**config.mk**
```make
export PLATFORM = sky130hd
export DESIGN_NAME = i2s_output_stage
export DESIGN_NICKNAME = d
export VERILOG_FILES = /design/src/rtl/i2s_output_stage.sv
export SDC_FILE = /design/constraint.sdc
export NUM_CORES = 1
export LEC_CHECK = 0
export CORE_ASPECT_RATIO = 2
export CORE_MARGIN = 2
export CORE_UTILIZATION = 26
export CTS_CLUSTER_SIZE = 16
export DETAILED_ROUTE_END_ITERATION = 8
export GPL_TIMING_DRIVEN = 0
export REMOVE_ABC_BUFFERS = 1
export SYNTH_ARGS = -nofsm -noshare
export SYNTH_HDL_FRONTEND = slang
export SYNTH_SLANG_ARGS = --single-unit
```
**constraint.sdc**
```tcl
create_clock -name i_clk -period 8.99 [get_ports i_clk]
set_input_delay 1.798 -clock i_clk [delete_from_list [all_inputs] [get_ports i_clk]]
set_output_delay 1.798 -clock i_clk [all_outputs]
set_load 0.005 [all_outputs]
```
**src/rtl/i2s_output_stage.sv**
```systemverilog
// i2s_output_stage
// Mono Philips I2S transmitter for the mixed voice stream.
// The block scales the incoming sample by a saturating master volume and
// latches it once per audio frame. It then sends the same 24-bit word,
// MSB first, in both 32-bit slots. BCLK and LRCLK are generated locally
// from i_clk.
module i2s_output_stage #(
    parameter int BCLK_DIV = 6          // i_clk cycles per BCLK half-period, >= 2
) (
    input  logic        i_clk,
    input  logic        i_reset,
    input  logic [23:0] i_sample,
    input  logic [7:0]  i_volume,
    input  logic        i_mute,
    output logic        o_bclk,
    output logic        o_lrclk,
    output logic        o_sdata,
    output logic        o_frame_start
);

    localparam int              DIV_W    = (BCLK_DIV > 2) ? $clog2(BCLK_DIV) : 1;
    localparam logic [DIV_W-1:0] DIV_LAST = DIV_W'(BCLK_DIV - 1);

    localparam logic signed [32:0] SAT_MAX = 33'sd8388607;
    localparam logic signed [32:0] SAT_MIN = -33'sd8388608;

    logic [DIV_W-1:0] div_cnt;
    logic [5:0]       bit_cnt;
    logic [23:0]      hold;

    logic             toggle_evt;
    logic             fall_evt;
    logic             frame_evt;
    logic [5:0]       bit_next;
    logic             data_bit;
    logic [23:0]      scaled;

    // Event decode: a toggle happens at the end of each half-period.
    // When BCLK is currently high, that toggle is a falling edge.
    always_comb begin
        toggle_evt = (div_cnt == DIV_LAST);
        fall_evt   = toggle_evt && o_bclk;
        bit_next   = bit_cnt + 6'd1;
        frame_evt  = fall_evt && (bit_next == 6'd0);
    end

    // Master volume: gain is volume/128, applied as a signed 33-bit product.
    // The result saturates to the 24-bit range. Mute overrides the result with 0.
    always_comb begin
        logic signed [32:0] samp_x;
        logic signed [32:0] vol_x;
        logic signed [32:0] prod;
        logic signed [32:0] shifted;
        samp_x  = {{9{i_sample[23]}}, i_sample};
        vol_x   = {25'd0, i_volume};
        prod    = samp_x * vol_x;
        shifted = prod >>> 7;
        scaled  = shifted[23:0];
        if (shifted > SAT_MAX)
            scaled = 24'h7FFFFF;
        else if (shifted < SAT_MIN)
            scaled = 24'h800000;
        if (i_mute)
            scaled = 24'd0;
    end

    // Serial data for the slot position being entered.
    // Position 0 is the one-BCLK I2S delay after the LRCLK edge.
    // Positions 1..24 carry the word MSB first, and 25..31 are padding zeros.
    always_comb begin
        logic [4:0] p;
        logic [4:0] idx;
        p        = bit_next[4:0];
        idx      = 5'd24 - p;
        data_bit = 1'b0;
        if (p >= 5'd1 && p <= 5'd24)
            data_bit = hold[idx];
    end

    // BCLK divider: the counter wraps at the end of each half-period
    // and flips the bit clock.
    always_ff @(posedge i_clk) begin
        if (i_reset) begin
            div_cnt <= '0;
            o_bclk  <= 1'b0;
        end else if (toggle_evt) begin
            div_cnt <= '0;
            o_bclk  <= ~o_bclk;
        end else begin
            div_cnt <= div_cnt + DIV_W'(1);
        end
    end

    // Slot sequencing: LRCLK and SDATA advance only on falling BCLK.
    // This keeps both stable across every rising edge the DAC samples on.
    always_ff @(posedge i_clk) begin
        if (i_reset) begin
            bit_cnt <= 6'd63;
            o_lrclk <= 1'b1;
            o_sdata <= 1'b0;
        end else if (fall_evt) begin
            bit_cnt <= bit_next;
            o_lrclk <= bit_next[5];
            o_sdata <= data_bit;
        end
    end

    // Frame start: latch the scaled sample on the same edge where LRCLK drops.
    // Position 0 always sends a zero, so the new word first appears at bit 1.
    always_ff @(posedge i_clk) begin
        if (i_reset) begin
            hold          <= 24'd0;
            o_frame_start <= 1'b0;
        end else begin
            o_frame_start <= frame_evt;
            if (frame_evt)
                hold <= scaled;
        end
    end

endmodule

```
After elaboration in Yosys (flattened, before gate mapping) --
Index checks and enable logic that the tools add are counted. W data, S select, Z words.
Cells by class: multiplexer cells 6, $mul 1, reductions and logical operators 5, equal/unequal tests 1, $lt $le $gt $ge 5, $add $sub $neg 3, bitwise gates (word level) 1
Operator list (count):
- $mux W24 | 3
- $mul A24 B9 Y33 | 1
- $gt A26 B24 Y1 const B | 1
- $lt A26 B24 Y1 const B | 1
- $add A6 B1 Y6 const B | 1
- $logic_not A6 Y1 | 1
- $lt A5 B6 Y1 const B | 1
- $bmux W1 S5 | 1
- $ge A5 B1 Y1 const B | 1
- $le A5 B5 Y1 const B | 1
- $sub A5 B5 Y5 const A | 1
- $add A3 B1 Y3 const B | 1
- $eq A3 B3 Y1 const B | 1
- $logic_and A1 B1 Y1 | 3
- $mux W1 | 2
- $reduce_or A2 Y1 | 1
- $not A1 Y1 | 1
Word-level totals: output and inout port bits 4, flip-flop bits (word level) 37, input port bits 35, logic and storage cells 29

Longest topological paths before layout --
Gate-level depths: netlist of the first run.
depth after elaboration 5, depth in mapped cells 22, depth with buffers taken out 20

Worst setup path before layout of the first run --
Ideal clock, no wire load.
kind input to register, from input i_volume[2], to register hold[17], arrival 6.864 ns, data required time 8.868 ns, slack 2.004 ns, library setup time 0.122 ns, path buffers 3, stages on the path 21, cell sequence clkbuf_1 -> nand2_1 -> fa_1 -> inv_1 -> fa_1 -> inv_1 -> fa_1 -> fa_1 -> inv_1 -> ha_1 -> a211oi_1 -> nor2_1 -> a311oi_4 -> o21a_4 -> a21oi_2 -> or3_1 -> and4b_1 -> buf_2 -> and2_2 -> buf_4 -> a221o_1
Between the ends: word-level cells in the longest chain between the ends 5, elaborated cells on any way between the ends 6, those cells by class mul (1); order compare (2); mux (3)
RTL lines:
- from (decl) | line 13 | input logic [7:0] i_volume,
- $mul A24 B9 Y33 * | line 56 | prod = samp_x * vol_x;
- $lt A26 B24 Y1 | line 61 | else if (shifted < SAT_MIN)
- $mux W24 | line 61
- $mux W24 * | line 59 | if (shifted > SAT_MAX)
- $mux W24 * | line 63 | if (i_mute)
- to (signal assigned) | line 117 | hold <= scaled;
- to (decl) | line 29 | logic [23:0] hold;
Mark *: on every way between the ends. The rest lies on a longest branch, timed or not. A chain may end at the register's enable or synchronous reset.

Worst setup path in the final report of the first run --
from input i_volume[0], to register hold[7]
The elaborated chain is that of the path after synthesis.

==> out/summary.txt, run 1 <==
Setup slack, reg-to-reg: 6110 ps
Hold wc startpoint: hold[11]
Fin nets: 1214
Leakage dissipation: 4.627 nW
Worst path most repeated cell: inv_1
Clock root buffer master: clkbuf_16
Netlist Area Pre-Place: 0.008288 mm2
Share of cells above drive strength 1: 2.798%
Clock sink count: 36
Antenna cells: 0
Clk_skew: 6.192 ps
Site Rows: 92
Power Total: 2.505 mW
Worst EP required: 9220 ps
Crit path max-delay cell type: clkdlybuf4s50_1
Ports: 39
Routed vias/inst: 4.537
GR Util All Layers: 12.82%
Final setup viols: 0
Worst hold endpoint: hold[11]
Post-route setup TNS: 0 ps
Fmax: 121.4 MHz
H-tree levels: 2
Outcome: complete, no violations
Placer's final routability congestion estimate: 0.8102
Sequential cell area: 720.7 um2
Synth Flop Type: dfxtp_1
First DRT Iteration DRCs: 176
Cell Chain, Critical Path: clkdlybuf4s50_1, nand2_1, inv_1, fa_1, inv_1, fa_1, inv_1, fa_1, inv_1, fa_1, inv_1, ha_1, a21o_1, a21o_1, a21oi_1, o211ai_1, a2bb2oi_1, and4b_1, and2_2, a221o_1
Worst vdd ir: 0.1411 mV
Post-DP HPWL: 16570 um
Worst-Margin Slew: 1164 ps
Setup CP Type: input pin to flop
GR Overflow Total: 0
DR pass1 iterations: 4
Largest net degree at the start of global routing: 25
Highest fanout seen on the critical path: 23
Period utilisation layout: 91.64%
Crit path largest cell delay: 970 ps
Async set or reset register ratio after synthesis: 0%
Final wirelength: 19810 um
Core Region: 0.03143 mm2
Worst reg2reg path depth: 8
Min-Delay Path Depth: 2
Vias in the first global route: 7185
Critical Path AT: 8470 ps
Worst hold-check path type: flop to flop
Worst R2R End: hold[7]
Via count: 6298
Top Family by Delay on Critical Path: adder cells
RSZ-0062 raised after global routing: no
WL/cell: 14.27 um
Slew Limit Fails: 0
Slew headroom: 22.15%
Post-route DRC violation count: 0
First-pass GRT wire length: 34350 um
Seq/Total Area, Yosys: 8.696%
Seq cells post-synth: 36
FF-to-FF Start: div_cnt[0]
Max-Cap Viols: 0
ANT nets after route: 0
CTS resizes: 0
Final Hold Fails: 0
PortBufs: 38
Post-Synthesis Cells: 950
Initial Utilization: 26.37%
EDFF count, synth: 0
Syn Area/Cell: 8.724 um2
CTS tree: built
Chip Height: 256.5 um
Worst Setup Start Kind: input pin
Antenna violations before repair: 0
Clk buf depth: 2
Final min period: 8239 ps
Worst setup EP type: flop
Filler Cells Inserted: 3266
Area Growth Syn to Fin: 11.59%
Yosys warnings: 0
Clk slew on worst S/H paths: 60 ps
Distinct cells, synth: 56
Latest clock arrival within the worst-skew pair: 280 ps
Hold Buf Count CTS: 0
Clock buffer count from CTS: 5
Pwr/cell area: 270.8 mW/mm2
Multi-input logic area: 0.006590 mm2
Die area: 0.03341 mm2
Post-CTS Setup Bufs: 0
Die width: 130.2 um
Number of buffers and inverters on the critical path: 6
[logic make-up after synthesis]
group                      count (synthesis)  synth area share, %
and+or+nand+nor                          282                17.18
buffers and inverters                    258                11.84
adders and majority gates                215                45.95
AOI/OAI and AO/OA                        112                10.18
xor gates and xnor gates                  38                4.016
DFF                                       36                8.696
muxes                                      9                2.144
[per-stage QoR]
stage	hold slack (ps)	instances	util, %	worst slack, ps	area, um2
after CTS	451.6	1387	29.42	703.6	9244
final	452.7	1388	29.43	751.1	9249
after global placement	436.4	1378	28.83	462.6	9061
after floorplan	418.3	917	-	2308	8152
after detailed placement	442.8	1379	28.89	412.0	9080
after global routing	464.6	1388	29.43	405.1	9249
[cells in the final DEF, fill, tap and decap left out, types with 2 or more instances in the layout]
master / Yosys / final
or3_1: 5 / 5
o21ai_0: 13 / 13
a22o_1: 6 / 6
o21bai_1: 5 / 5
xnor2_1: 24 / 24
nand3_1: 7 / 7
o311ai_0: 2 / 2
o211ai_1: 5 / 5
clkbuf_16: 0 / 5
and3b_1: 2 / 2
xor2_1: 14 / 14
mux4_2: 7 / 7
a221o_1: 14 / 14
nor2_1: 14 / 14
a21oi_1: 30 / 29
fa_1: 149 / 149
clkdlybuf4s50_1: 0 / 38
dfxtp_1: 36 / 36
and3_1: 10 / 10
a21o_1: 16 / 16
inv_1: 224 / 224
mux2i_1: 2 / 2
a21oi_2: 1 / 2
nand2b_1: 3 / 3
nor3_1: 8 / 8
and2_1: 96 / 96
a211oi_1: 4 / 4
ha_1: 66 / 66
nand4_1: 9 / 9
nand2_1: 121 / 121
[worst max path at each step]
| stage | slack (ps) | start | endpoint | depth (start not counted) |
|---|---|---|---|---|
| after floorplan | 2310 | i_sample[23] | hold[17] | 18 |
| after global placement | 460 | i_volume[0] | hold[8] | 20 |
| after detailed placement | 410 | i_volume[0] | hold[7] | 20 |
| after CTS | 700 | i_volume[0] | hold[7] | 20 |
| after global routing | 410 | i_volume[0] | hold[19] | 20 |
| final | 750 | i_volume[0] | hold[7] | 20 |
[cell type report]
cell class / count / area share [%]
Multi-Input combinational cell: 656 / 71.25
Inverter: 225 / 9.131
Sequential cell: 36 / 7.792
Tap cell: 423 / 5.722
Timing Repair Buffer: 40 / 4.329
Clock buffer: 6 / 1.393
Clock inverter: 2 / 0.3788
[cells in the mapped netlist, drive strengths merged, types with 2 or more instances]
cell type / count / area (um2)
buf: 3 / 23.77
nand3: 7 / 35.03
ha: 66 / 825.8
nand2b: 3 / 18.77
a211oi: 5 / 42.54
a221o: 14 / 140.1
o41ai: 2 / 36.29
inv: 225 / 844.6
o211ai: 5 / 37.54
nand4: 9 / 56.30
xor2: 14 / 122.6
dfxtp: 36 / 720.7
or3: 5 / 31.28
nor2: 14 / 52.55
o21bai: 5 / 37.54
o21ai: 14 / 73.82
and2: 98 / 616.9
nor3: 8 / 40.04
mux2i: 2 / 20.02
xnor2: 24 / 210.2
a22o: 6 / 52.55
a21o: 16 / 120.1
and3: 10 / 62.56
and3b: 2 / 17.52
clkbuf: 30 / 112.6
a21oi: 31 / 158.9
fa: 149 / 2983
mux4: 7 / 157.7
o311ai: 2 / 17.52
nand2: 122 / 460.5
a311oi: 2 / 35.04
[layer usage]
layer / routed length, um / part of all wire (%) / track usage [%] / vias to the layer above
li1: - / - / - / 2956
met1: 6307 / 32 / 11.61 / 3189
met2: 12430 / 63 / 27.41 / 97
met3: 303 / 1.5 / 0.6676 / 56
met4: 769 / 3.9 / 5.496 / 0
met5: 0 / 0 / 0 / -
[flip-flops by register name, indices dropped and copies added, names as in the netlist]
register	flops
bit_cnt	5
o_frame_start	1
o_bclk	1
hold	24
div_cnt	3
o_lrclk	1
o_sdata	1
[power by group]
part	leakage, nW	total (mW)	internal (mW)	switching (mW)
Combinational	4.26	2.15	0.866	1.28
Clock	0.0808	0.195	0.130	0.0650
Sequential	0.291	0.162	0.161	0.00101
Total	4.63	2.50	1.16	1.35
[tightest hold or removal path: cells and delay by family, from the launching register on]
kind	cells	cell delay, ps
simple gates	2	100
flops	1	310
Power figures use the tool's default switching activity.
==> inputs of run 2 (changes only) <==
--- a/config.mk
+++ b/config.mk
@@ -5,12 +5,14 @@
 export SDC_FILE = /design/constraint.sdc
 export NUM_CORES = 1
 export LEC_CHECK = 0
+export CAP_MARGIN = 20
 export CORE_ASPECT_RATIO = 2
 export CORE_MARGIN = 2
-export CORE_UTILIZATION = 26
+export CORE_UTILIZATION = 64
 export CTS_CLUSTER_SIZE = 16
 export DETAILED_ROUTE_END_ITERATION = 8
 export GPL_TIMING_DRIVEN = 0
+export PLACE_DENSITY = 0.84
 export REMOVE_ABC_BUFFERS = 1
 export SYNTH_ARGS = -nofsm -noshare
 export SYNTH_HDL_FRONTEND = slang
==> out/summary.txt, run 2 (same netlist as run 1, synthesis figures left out) <==
Outcome: complete, no violations (unchanged)
Met1 WL: 6261 um (was 6307 um)
Leakage dissipation: 4.622 nW (was 4.627 nW)
Worst-Margin Slew: 1137 ps (was 1164 ps)
Final Hold Fails: 0 (unchanged)
Top flop regs: hold (24), bit_cnt (5), div_cnt (3) (unchanged)
Latest clock arrival within the worst-skew pair: 280 ps (about the same)
Routed vias/inst: 5.784 (was 4.537)
Clk buf depth: 2 (unchanged)
Clk_skew: 4.125 ps (was 6.192 ps)
Slew headroom: 23.93% (was 22.15%)
Post-DP HPWL: 14950 um (was 16570 um)
Antenna cells: 0 (unchanged)
First DRT Iteration DRCs: 334 (was 176)
Initial Utilization: 65.64% (was 26.37%)
Final min period: 8285 ps (was 8239 ps)
Max-Cap Viols: 0 (unchanged)
Setup CP Type: input pin to flop (unchanged)
Sw Ratio: 53.88% (was 53.79%)
Critical Path AT: 8510 ps (was 8470 ps)
Post-route setup TNS: 0 ps (unchanged)
H-tree levels: 2 (unchanged)
Final setup viols: 0 (unchanged)
Clock buffer count from CTS: 5 (unchanged)
Worst Setup Start Kind: input pin (unchanged)
First-pass GRT wire length: 32570 um (was 34350 um)
Worst hold-check path type: flop to flop (unchanged)
Pwr/cell area: 279.9 mW/mm2 (was 270.8 mW/mm2)
Largest register FFs: 24 (unchanged)
Ports: 39 (unchanged)
Antenna violations before repair: 0 (unchanged)
GR Util All Layers: 29.06% (was 12.82%)
WL/cell: 16.54 um (was 14.27 um)
Commonest non-fill, non-tap cell in the layout: inv_1 (unchanged)
Clock root buffer master: clkbuf_16 (unchanged)
WL met3: 310 um (was 303 um)
Worst reg2reg path depth: 8 (unchanged)
Final wirelength: 18430 um (was 19810 um)
PortBufs: 38 (unchanged)
Slew Limit Fails: 0 (unchanged)
Min-Delay Path Depth: 2 (unchanged)
WL met2: 11150 um (was 12430 um)
Net Switching: 1.342 mW (was 1.347 mW)
Clock sink count: 36 (unchanged)
Reg power frac: 6.5% (about the same)
Die area: 0.01393 mm2 (was 0.03341 mm2)
FF-to-FF Start: div_cnt[0] (unchanged)
Clk slew on worst S/H paths: 50 ps (was 60 ps)
CTS tree: built (unchanged)
Hold Buf Count CTS: 0 (unchanged)
Final std cells w/o fill: 1114 (was 1388)
DR top layer: met4 (unchanged)
Internal Power: 1.149 mW (was 1.157 mW)
Largest reg by FF count: hold (unchanged)
Post-route DRC violation count: 0 (unchanged)
Placer's final routability congestion estimate: 0.9550 (was 0.8102)
Worst EP required: 9210 ps (was 9220 ps)
Worst vdd ir: 0.1825 mV (was 0.1411 mV)
Largest net degree at the start of global routing: 25 (unchanged)
Comb power frac: 86.4% (was 85.7%)
Via count: 6443 (was 6298)
Area Growth Syn to Fin: 7.367% (was 11.59%)
Chip Height: 164.9 um (was 256.5 um)
Fin nets: 1214 (unchanged)
Worst setup startpoint: i_volume[0] (unchanged)
RSZ-0062 raised after global routing: no (unchanged)
Site Rows: 58 (was 92)
ANT nets after route: 0 (unchanged)
Core Region: 0.01263 mm2 (was 0.03143 mm2)
GR Overflow Total: 0 (unchanged)
Worst setup EP type: flop (unchanged)
Highest fanout seen on the critical path: 23 (unchanged)
Vias in the first global route: 7325 (was 7185)
Hold wc startpoint: hold[2] (was hold[11])
Post-CTS Setup Bufs: 0 (unchanged)
DR pass1 iterations: 4 (unchanged)
Placed insts: 1107 (was 1379)
Fmax: 120.7 MHz (was 121.4 MHz)
Die width: 84.47 um (was 130.2 um)
CTS resizes: 0 (unchanged)
Share of cells above drive strength 1: 2.801% (was 2.798%)
Period utilisation layout: 92.15% (was 91.64%)
Clock Power Share: 7.1% (was 7.8%)
Most frequent cells in the layout: inv_1, fa_1, nand2_1 (unchanged)
## run 2: changes by cell type in the layout (fill, tap and decap cells not counted)
cell       previous run  this run
clkbuf_1              1         0
clkbuf_8              0         2
buf_4                 0         1
bufinv_16             1         0
clkinv_2              1         0
buf_2                 1         0
## run 2: power groups by stage
| stage | Sequential [mW] | Combinational, mW | Clock (mW) |
|---|---|---|---|
| after floorplan | 0.165 | 1.64 | 0 |
| after global placement | 0.165 | 2.07 | 0 |
| after detailed placement | 0.165 | 2.13 | 0 |
| after CTS | 0.162 | 2.14 | 0.178 |
| after global routing | 0.162 | 2.44 | 0.186 |
| final | 0.162 | 2.15 | 0.176 |
## run 2: final cells by class
class	count	area, um2
repair buffers	40	402.9
clock buffers	7	152.6
fillers	1004	3729
flip-flops and latches	36	720.7
multi-input cells	656	6590
well taps	150	187.7
inverters	225	844.6
## run 2: worst paths after layout
| check | end | slack (ps) |
|---|---|---|
| max | hold[18] | 710 |
| min | hold[2] | 450 |
| max reg2reg | hold[18] | 6270 |
| min reg2reg | hold[2] | 450 |
## run 2: per-layer routing
metal | vias up | track usage [%]
li1 | 2953 | -
met5 | - | 0
met4 | 0 | 10.89
met3 | 61 | 1.799
met1 | 3296 | 28.60
met2 | 133 | 61.08
## run 2: per-stage QoR
stage | power, mW | utilization, % | instance area (um2) | setup slack [ps] | hold WS (ps)
2_1_floorplan | 1.809 | - | 8152 | 2308 | 418.3
5_1_grt | 2.790 | 70.47 | 8899 | 312.8 | 479.1
3_5_place_dp | 2.295 | 69.26 | 8746 | 480.6 | 440.6
6_report | 2.491 | 70.47 | 8899 | 705.4 | 450.6
4_1_cts | 2.481 | 70.47 | 8899 | 774.5 | 452.6
3_3_place_gp | 2.238 | 69.05 | 8720 | 546.9 | 436.6
## run 2: critical path, stage by stage
cell	delay, ps
clkdlybuf4s50_1	1010
nand2_1	390
inv_1	130
fa_1	560
inv_1	170
fa_1	640
inv_1	120
fa_1	540
inv_1	60
fa_1	520
inv_1	40
ha_1	350
a21o_1	210
a21o_1	190
a21oi_1	250
o211ai_1	130
a2bb2oi_1	370
and4b_1	480
and2_2	390
a221o_1	160
==> inputs of run 3 (changes only) <==
--- a/config.mk
+++ b/config.mk
@@ -11,7 +11,9 @@
 export CORE_UTILIZATION = 64
 export CTS_CLUSTER_SIZE = 16
 export DETAILED_ROUTE_END_ITERATION = 8
+export GPL_ROUTABILITY_DRIVEN = 0
 export GPL_TIMING_DRIVEN = 0
+export HOLD_SLACK_MARGIN = 0.06
 export PLACE_DENSITY = 0.84
 export REMOVE_ABC_BUFFERS = 1
 export SYNTH_ARGS = -nofsm -noshare
==> results of run 3 <==
Final layout, timing and power as in run 2 (identical DEF).
==> patch: new RTL, config.mk and constraints of run 2 <==
Change the parameter `BCLK_DIV` from 6 to 12.
--- a/src/rtl/i2s_output_stage.sv
+++ b/src/rtl/i2s_output_stage.sv
@@ -7,3 +7,3 @@
 module i2s_output_stage #(
-    parameter int BCLK_DIV = 6          // i_clk cycles per BCLK half-period, >= 2
+    parameter int BCLK_DIV = 12          // i_clk cycles per BCLK half-period, >= 2
 ) (
Formal check against the unedited RTL: not equivalent (a bounded check fails within 10 cycles, from zero or initial values and one cycle with i_reset high).
==> patch against run 2 <==
- count of clock-buffer cells in the layout fell by 2
- sequential power rose by 2%
- area after synthesis rose by 7.6%
- power rose by 37%
- cell area rose by 6.3%
- sequential cell count rose by 1
- die area rose by 7.4%
- utilization fell by 1.6 points
- combinational power rose by 41%
- via count rose by 5.0%
- worst hold slack improved by 0.0067 ns
- worst setup slack got worse by 0.16 ns
- wire length fell by 0.55%
- fmax fell by 1.9%
- largest cell class unchanged
==> patch: results (changes against run 2) <==
status=complete, no violations; Tot GR Track Use=26.75% (-2.3 points); ranking of synthesized cells by area=fa_1 33%, inv_1 9.3%, ha_1 9.1%, dfxtp_1 8.3%, and2_1 6.8%; DR WL/cell=15.51 um (-6.3%); Synth top cells by count=221 x inv_1, 149 x fa_1, 117 x nand2_1, 97 x and2_1, 65 x ha_1; min-delay src=hold[1]$_SDFFE_PP0P_; Worst-Margin Slew=1.015 ns (-0.1227 ns); Cell Count Post-Placement=1174 (+6.1%); met1 usage=32.80% (+4.2 points); Layout Nets=1273 (+4.9%); post-synthesis compound-gate area fraction=12.58% (+2.4 points); post-route cell area=9458 sq um (+6.3%); skew final=0.005634 ns (+0.001509 ns); sw frac=54.23% (+0.35 points); r2r setup slk=5.61 ns (-0.66 ns); DP Worst Slack=0.2259 ns (-0.2547 ns); mux share of post-synthesis cell area=1.992% (-0.15 points); crit path DAT=8.65 ns (+0.14 ns); clock share of power=6.6% (-0.5 points); Clock group=0.227 mW (+29%); GR Util met3=1.640% (-0.16 points); first-pass GRT wire length=32800 um (+0.72%); drt pass-1 iters=5 (+1); xor/xnor cell area share of the yosys netlist=3.941% (-0.075 points); Finished Layout Cells=1182 (+6.1%); post-synthesis area per instance=8.738 sq um (+0.15%); M2 GR Usage=49.34% (-12 points); hold_ws=0.4573 ns (+0.006696 ns); Synth Area in Adders=42.55% (-3.4 points); fin worst setup slack=0.5417 ns (-0.1637 ns); top flop regs=hold (24), bit_cnt (5), div_cnt (4); area post-placement=9268 sq um (+6.0%); vias per cell=5.721 (-1.1%); gpl congestion=0.9381 (-1.8%); Max VDD drop=0.2288 mV (+25%); vias in the first global route=7344 (+0.26%)
[patch: changes by cell type after synthesis, moves of 6 or more]
cell      change
nand4_1       -6
a221o_1      -11
nand3_1       +9
a21oi_1      +24
nor3_2       +16
buf_2         +6
a221oi_2     +15
a22o_1        -6
nor2_1       +10
[patch: layout make-up]
cell class | count | share of cell area, %
Tap cell | 157 | 2.077
Multi-Input combinational cell | 718 | 74.98
Clock inverter | 3 | 0.6879
Timing Repair Buffer | 41 | 4.326
Inverter | 221 | 8.771
Clock buffer | 5 | 1.323
Sequential cell | 37 | 7.832
[patch: final timing paths]
path | to | depth (start not counted)
worst max register to register | hold[20]$_SDFFE_PP0P_ | 9
worst max-delay path | hold[6]$_SDFFE_PP0P_ | 20
worst min-delay path | hold[1]$_SDFFE_PP0P_ | 2
worst min register to register | hold[1]$_SDFFE_PP0P_ | 2
[patch: routing by layer]
layer / vias to the layer above / share of wire [%]
met2: 165 / 55
met5: - / 0
met3: 38 / 2.8
met1: 3360 / 40
met4: 0 / 1.9
li1: 3199 / -
